`src/rtl/rgb565_pixel_unpacker.sv`:
```
// Unpacks 32-bit words of two RGB565 pixels into a stream of RGB888 pixels with frame position markers.
// Define RGB565_ZERO_FILL_EN to zero-fill the expanded LSBs instead of replicating the MSBs.
module rgb565_pixel_unpacker #(
  parameter int LINE_PIXELS = 640,
  parameter int FRAME_LINES = 480
) (
  input  logic        clk,
  input  logic        reset_n,
  input  logic [31:0] in_data,
  input  logic        in_valid,
  output logic        in_ready,
  output logic [7:0]  out_red,
  output logic [7:0]  out_green,
  output logic [7:0]  out_blue,
  output logic        out_valid,
  input  logic        out_ready,
  output logic        out_sof,
  output logic        out_eol,
  output logic        underflow
);

  localparam int XW = (LINE_PIXELS > 1) ? $clog2(LINE_PIXELS) : 1;
  localparam int YW = (FRAME_LINES > 1) ? $clog2(FRAME_LINES) : 1;
  localparam logic [XW-1:0] X_LAST = XW'(LINE_PIXELS - 1);
  localparam logic [YW-1:0] Y_LAST = YW'(FRAME_LINES - 1);

  typedef enum logic [1:0] {
    S_EMPTY = 2'd0,
    S_LOW   = 2'd1,
    S_HIGH  = 2'd2
  } state_t;

  state_t          state_p0;
  state_t          state_nxt;
  logic [31:0]     word_p0;
  logic [XW-1:0]   x_p0;
  logic [YW-1:0]   y_p0;
  logic            underflow_p0;
  logic            sel_high;
  logic            in_xfer;
  logic            out_xfer;
  logic            at_origin;
  logic            starve;
  logic [15:0]     pix;

  function automatic logic [7:0] expand5(input logic [4:0] c);
`ifdef RGB565_ZERO_FILL_EN
    return {c, 3'b000};
`else
    return {c, c[4:2]};
`endif
  endfunction

  function automatic logic [7:0] expand6(input logic [5:0] c);
`ifdef RGB565_ZERO_FILL_EN
    return {c, 2'b00};
`else
    return {c, c[5:4]};
`endif
  endfunction

  // Stage p0: word register and sequencer state
  always_ff @(posedge clk or negedge reset_n) begin
    if (!reset_n) begin
      state_p0 <= S_EMPTY;
    end else begin
      state_p0 <= state_nxt;
    end
  end

  always_comb begin
    state_nxt = state_p0;
    unique case (state_p0)
      S_EMPTY: if (in_valid) state_nxt = S_LOW;
      S_LOW:   if (out_ready) state_nxt = S_HIGH;
      S_HIGH:  if (out_ready) state_nxt = in_valid ? S_LOW : S_EMPTY;
      default: state_nxt = S_EMPTY;
    endcase
  end

  always_comb begin
    out_valid = 1'b0;
    in_ready  = 1'b0;
    sel_high  = 1'b0;
    unique case (state_p0)
      S_EMPTY: in_ready = 1'b1;
      S_LOW:   out_valid = 1'b1;
      S_HIGH: begin
        out_valid = 1'b1;
        in_ready  = out_ready;
        sel_high  = 1'b1;
      end
      default: in_ready = 1'b1;
    endcase
  end

  assign in_xfer  = in_valid && in_ready;
  assign out_xfer = out_valid && out_ready;

  // A word only loads in EMPTY or when its second pixel is leaving, so it is never clobbered early
  always_ff @(posedge clk or negedge reset_n) begin
    if (!reset_n) begin
      word_p0 <= '0;
    end else if (in_xfer) begin
      word_p0 <= in_data;
    end
  end

  // Frame position of the pixel currently presented
  always_ff @(posedge clk or negedge reset_n) begin
    if (!reset_n) begin
      x_p0 <= '0;
      y_p0 <= '0;
    end else if (out_xfer) begin
      if (x_p0 == X_LAST) begin
        x_p0 <= '0;
        y_p0 <= (y_p0 == Y_LAST) ? '0 : y_p0 + YW'(1);
      end else begin
        x_p0 <= x_p0 + XW'(1);
      end
    end
  end

  assign at_origin = (x_p0 == '0) && (y_p0 == '0);
  assign starve    = out_ready && !out_valid && !at_origin;

  always_ff @(posedge clk or negedge reset_n) begin
    if (!reset_n) begin
      underflow_p0 <= 1'b0;
    end else if (starve) begin
      underflow_p0 <= 1'b1;
    end else if (out_xfer && at_origin) begin
      underflow_p0 <= 1'b0;
    end
  end

  // Stage p0 output: half-word select and colour expansion
  assign pix       = !out_valid ? 16'h0000 : (sel_high ? word_p0[31:16] : word_p0[15:0]);
  assign out_red   = expand5(pix[15:11]);
  assign out_green = expand6(pix[10:5]);
  assign out_blue  = expand5(pix[4:0]);
  assign out_sof   = out_valid && at_origin;
  assign out_eol   = out_valid && (x_p0 == X_LAST);
  assign underflow = underflow_p0;

endmodule

```
`config.mk`:
```
export PLATFORM = sky130hd
export DESIGN_NAME = rgb565_pixel_unpacker
export DESIGN_NICKNAME = d
export VERILOG_FILES = /design/src/rtl/rgb565_pixel_unpacker.sv
export SDC_FILE = /design/constraint.sdc
export NUM_CORES = 1
export LEC_CHECK = 0
export ABC_AREA = 1
export CAP_MARGIN = 0
export CORE_MARGIN = 2
export CORE_UTILIZATION = 40
export DETAILED_ROUTE_END_ITERATION = 10
export HOLD_SLACK_MARGIN = 0.02
export PLACE_DENSITY = 0.68
export SETUP_SLACK_MARGIN = 0.1
export SLEW_MARGIN = 20
export SYNTH_ARGS = -nofsm -noshare
export SYNTH_HDL_FRONTEND = slang
export SYNTH_SLANG_ARGS = --single-unit
```
`constraint.sdc`:
```
create_clock -name clk -period 1.9 [get_ports clk]
set_input_delay 0.57 -clock clk [delete_from_list [all_inputs] [get_ports clk]]
set_output_delay 0.57 -clock clk [all_outputs]
set_load 0.1 [all_outputs]
```
### After elaboration in Yosys (flattened, before gate mapping)

Index checks and enable logic that the tools add are counted.

* RAM bits: 0
* memories kept: 0
* bits in latches: 0
* output and inout port bits: 29
* bits of input ports: 36
* register bits after elaboration: 54
* memory bits (read-only): 0
* word-level logic and storage cells: 45

* $add $sub $neg: 2
* $lt $le $gt $ge: 0
* div/mod/pow operators: 0
* multiplexer cells: 14
* reductions and logical operators: 17
* multipliers: 0
* eq/ne operators: 7
* bitwise logic cells: 0
* shift-type cells: 0

Operators with widths (number)
* two-way mux 16 bit: 2
* adder 10 x 1 -> 10 bit (second input constant): 1
* equality test 10 bit (second input constant): 1
* zero test 10 bit: 1
* two-way mux 10 bit: 1
* adder 9 x 1 -> 9 bit (second input constant): 1
* equality test 9 bit (second input constant): 1
* zero test 9 bit: 1
* two-way mux 9 bit: 1
* logical AND 1 bit: 8
* two-way mux 2 bit: 3
* inequality test 2 bit (second input constant): 3
* one-hot mux 2 bit (3 select lines): 1
* two-way mux 1 bit: 5
* AND reduction 3 bit: 1
* equality test 2 x 1 -> 1 bit (second input constant): 1
* equality test 2 bit (second input constant): 1
* zero test 1 bit: 2
* zero test 2 bit: 1
* one-hot mux 1 bit (2 select lines): 1
* AND reduction 2 bit: 1
* nonzero test 2 bit: 1
* OR reduction 2 bit: 1

### Logic depth before layout (Yosys ltp)

Gate-level depths: netlist of run 1.

* word-level depth: 7
* depth in mapped cells: 10
* mapped depth without buffers: 9

### Least setup slack after synthesis of run 1

Ideal clock, no wire load.

* kind: register to output
* from: register state_p0[0]
* to: output out_eol
* stages on the path, launching flop included: 6
* slack: -3.238 ns
* buffers on the path: 1
* data arrival time: 4.568 ns
* required time: 1.330 ns
* cells stage by stage: dfrtp_1 inv_1 ha_1 buf_4 inv_1 nor4_1

* cells in the longest elaborated chain, start to end: 4
* elaborated cells on any way between the ends: 5
* those cells by class: eq/ne: 2; mux: 1; reduce/logical: 2

Ends and longest elaborated chain
* start: declaration: line 33 `state_t state_p0;`
* start signal: assignment: line 67 `state_p0 <= state_nxt;`
* equality test 2 bit / equality test 2 x 1 -> 1 bit (equally long branches): line 85 `unique case (state_p0)`
* OR reduction 2 bit (no source line) (*)
* two-way mux 1 bit (*): line 85
* via out_valid: line 15 `output logic out_valid,`
* logical AND 1 bit (*): line 143 `assign out_eol = out_valid && (x_p0 == X_LAST);`
* end: declaration: line 18 `output logic out_eol,`

The timed path passes the listed nets; every way through them passes the cells marked *.

### Final worst setup path of run 1

* from: register state_p0[1]
* to: output out_red[3]

* cells in the longest elaborated chain, start to end: 4
* elaborated cells on any way between the ends: 7
* those cells by class: eq/ne: 2; mux: 4; reduce/logical: 1

Ends and longest elaborated chain
* equality test 2 bit / equality test 2 x 1 -> 1 bit (equally long branches): line 85
* two-way mux 1 bit / OR reduction 2 bit (equally long branches)
* two-way mux 16 bit / two-way mux 1 bit (equally long branches): line 138, 85
* two-way mux 16 bit (*): line 138 `assign pix = !out_valid ? 16'h0000 : (sel_high ? word_p0[31:16] : word_p0[15:0]);`
* end: declaration: line 12 `output logic [7:0] out_red,`

Every way passes the cells marked *; elsewhere a longest branch is shown, timed or not.

==> flow_summary_export.csv, run 1 <==
group,metric,value,unit
outcome,status,"finished, violations left",
outcome,violations,"setup timing",
detailed_routing,routed_via_density,4.91,
detailed_routing,wl_per_cell,13.6,um
critical_path,path_cells,"inv_2 > ha_4 > buf_8 > o21ai_1 > buf_4 > nor2_4 > buf_12",
synthesis,avgSynthCellArea,7.59,sq um
flow_run,maxCapViolCount,0,
cts,htree_levels,2,
sta,rsz0062_at_grt,"true",
detailed_routing,drc,0,
floorplanning,dieWidth,91.3,um
placed_design,hpwl,5860,um
floorplanning,core,0.00733,sq mm
synthesis,synthCells,402,
floorplanning,initial_core_util,41.6,%
cts,clock-sinks,54,
detailed_routing,vias,2914,
synthesis,ys_seq_area_share,44.3,%
placed_design,dpl.cell_count,576,
grt,grt_overflow,0,
sta,worst_pin_slew,0.461,ns
grt,grt_pass1_vias,2863,
cells_and_area,final_core_util,64.7,%
detailed_routing,drtIter0Drc,152,
floorplanning,placementRows,31,
sta,drv_slew,0,
sta,fmax,444,MHz
placed_design,port_buffers,64,
detailed_routing,totalWireLength,8080,um
synthesis,ys_types,28,
cts,clockBufferDepth,2,
sta,relSlewSlack,69.2,%
critical_path,slowest_stage,"dfrtp_1",
sta,worst_hold_slack,0.206,ns
critical_path,cpPeakStageDelay,0.40,ns
critical_path,rr_startpoint,"state_p0[1]$_DFFE_PN0P_",
cts,clk_pin_slew,0.09,ns
sta,post-route-period-util,119,%
synthesis,syn-num-nets,446,
floorplanning,dieArea,0.00834,sq mm
floorplanning,io_pins,65,
synthesis,synth_top_area_share,44.3,%
sta,finClkSkew,0.00508,ns
critical_path,cp-end-kind,"output pin",
critical_path,crit_arrival,1.68,ns
cts,cts_made_buffers,5,
cells_and_area,area_delta_synth_final,55.4,%
critical_path,critPathMaxFanout,9,
sta,fin_ws,-0.352,ns
cells_and_area,antenna_cells,0,
detailed_routing,dr.pass1.iters,4,
grt,grt_pass1_wl,13400,um
synthesis,synth-seq-cells,54,
synthesis,yosysWarnings,0,
cts,clock_latency,0.30,ns
sta,finalHoldViolations,0,
cts,cts_tree,"built",
sta,post-route-min-period,2.25,ns
cts,ctsRootBufferMaster,"clkbuf_8",
cells_and_area,stdcell_count,593,
critical_path,critPathKind,"reg -> out",
grt,grt_max_degree,25,
synthesis,yosys.area.top_type,"dfrtp_1",
placed_design,gp_congestion,0.864,
placed_design,place_ws,-0.159,ns
critical_path,cp-start-kind,"flop",
hold_path,hold_path_class,"in -> async",
cells_and_area,drive_gt1_share,30.4,%
synthesis,synth_area,0.00305,sq mm
sta,setup_viol,28,
critical_path,cp.required,1.33,ns
floorplanning,die_h,91.3,um
cells_and_area,final_nets,538,
synthesis,ys_top_cells_by_area,"dfrtp_1, nand2_1, nand3_1",
critical_path,crit_start,"state_p0[1]$_DFFE_PN0P_",
grt,track_usage,19.7,%
detailed_routing,postRouteAntennaNets,0,
grt,antenna_found_initial,0,
flip-flops by register name (all words and copies together) (netlist names):
name and cells:
state_p0 2, word_p0 32, x_p0 10, y_p0 9
underflow 1
worst max-delay path: cells and delay by family, from the launching register on:
family	cells	cell delay (ns)
AOI/OAI and AO/OA	1	0.07
adders and majority gates	1	0.30
buffers and inverters	4	0.53
DFF	1	0.40
and+or+nand+nor	1	0.09
layout make-up:
| class | instances | area (sq um) |
|---|---|---|
| multi-input cells | 295 | 1680 |
| inverters | 28 | 118 |
| fillers | 556 | 2590 |
| well taps | 99 | 124 |
| clock inverters | 1 | 7.51 |
| repair buffers | 110 | 1390 |
| flip-flops and latches | 54 | 1350 |
| clock buffers | 6 | 72.6 |
synth_stat cells:
| cell | number |
|---|---|
| nand2_1 | 121 |
| nor2_1 | 60 |
| nand3_1 | 55 |
| dfrtp_1 | 54 |
| inv_1 | 27 |
| o21ai_0 | 21 |
| buf_4 | 11 |
| ha_1 | 8 |
| buf_2 | 5 |
| clkbuf_1 | 5 |
| buf_6 | 4 |
| o21bai_1 | 4 |
| nand2_2 | 3 |
| nor2_4 | 3 |
| xnor2_1 | 3 |
| a21oi_1 | 2 |
| nor3_1 | 2 |
| o21ai_1 | 2 |
| or2_2 | 2 |
| xor2_1 | 2 |
| inv_4 | 1 |
| nand2_4 | 1 |
| nand3_4 | 1 |
| nand4_2 | 1 |
| nor2_8 | 1 |
| nor4_1 | 1 |
| o21ai_2 | 1 |
| o21ai_4 | 1 |
final timing paths:
check,to,slack [ns],depth (start not counted)
max,out_red[3],-0.35,7
max in group asynchronous,word_p0[6]$_DFFE_PN0P_,1.08,2
min,word_p0[20]$_DFFE_PN0P_,0.21,1
min reg2reg,word_p0[5]$_DFFE_PN0P_,0.47,2
min in group clk,word_p0[5]$_DFFE_PN0P_,0.47,2
max reg2reg,x_p0[6]$_DFFE_PN0P_,0.02,11
per-layer routing:
metal | wire length [um] | track usage [%]
met4 | 63 | 4.42
met3 | 362 | 3.90
met2 | 4170 | 34.6
met1 | 3480 | 25.1
met5 | 0 | 0
metrics by stage:
stage | TNS [ns] | area, sq um
4_1_cts | -9.20 | 4630
6_report | -8.94 | 4740
3_3_place_gp | -4.67 | 4420
3_5_place_dp | -5.39 | 4420
2_1_floorplan | -15.73 | 3320
5_1_grt | -12.12 | 4740
placed cells by master, fill, tap and decap left out, drive strengths merged, types with 3 or more instances in the layout:
master and n:
nor2 64, clkdlybuf4s50 34, nand3 56, dfrtp 54, o21bai 4, nand2 125, buf 76, inv 28
clkbuf 6, ha 8, o21ai 25, xnor2 3
kinds of logic (layout without fill, tap and decap cells):
kind of cell,count (synthesis),count (layout),share of synthesized area (%)
compound gates,31,31,5.90
xor+xnor,5,5,1.44
flops,54,54,44.3
buf+inv,53,145,9.14
simple gates,251,251,36.0
fa+ha+maj,8,8,3.28
timing repair:
item / 4_1_cts / 5_1_grt
gates resized for setup: 29 / 23
buffers inserted: 6 / 4
pin swaps: 7 / 3
hold buffers: 0 / 0
setup endpoints to repair: 38 / 75
Power of run 1 is not shown: default switching activity piles up to over one toggle a cycle in this logic, so the estimate is an artifact.
==> run 2: changes to the inputs <==
--- a/config.mk
+++ b/config.mk
@@ -6,7 +6,6 @@
 export NUM_CORES = 1
 export LEC_CHECK = 0
 export ABC_AREA = 1
-export CAP_MARGIN = 0
 export CORE_MARGIN = 2
 export CORE_UTILIZATION = 40
 export DETAILED_ROUTE_END_ITERATION = 10
==> results of run 2 <==
The final DEF is identical to that of run 1; final timing and power are the same.
Power of run 2 is left out for the same reason.
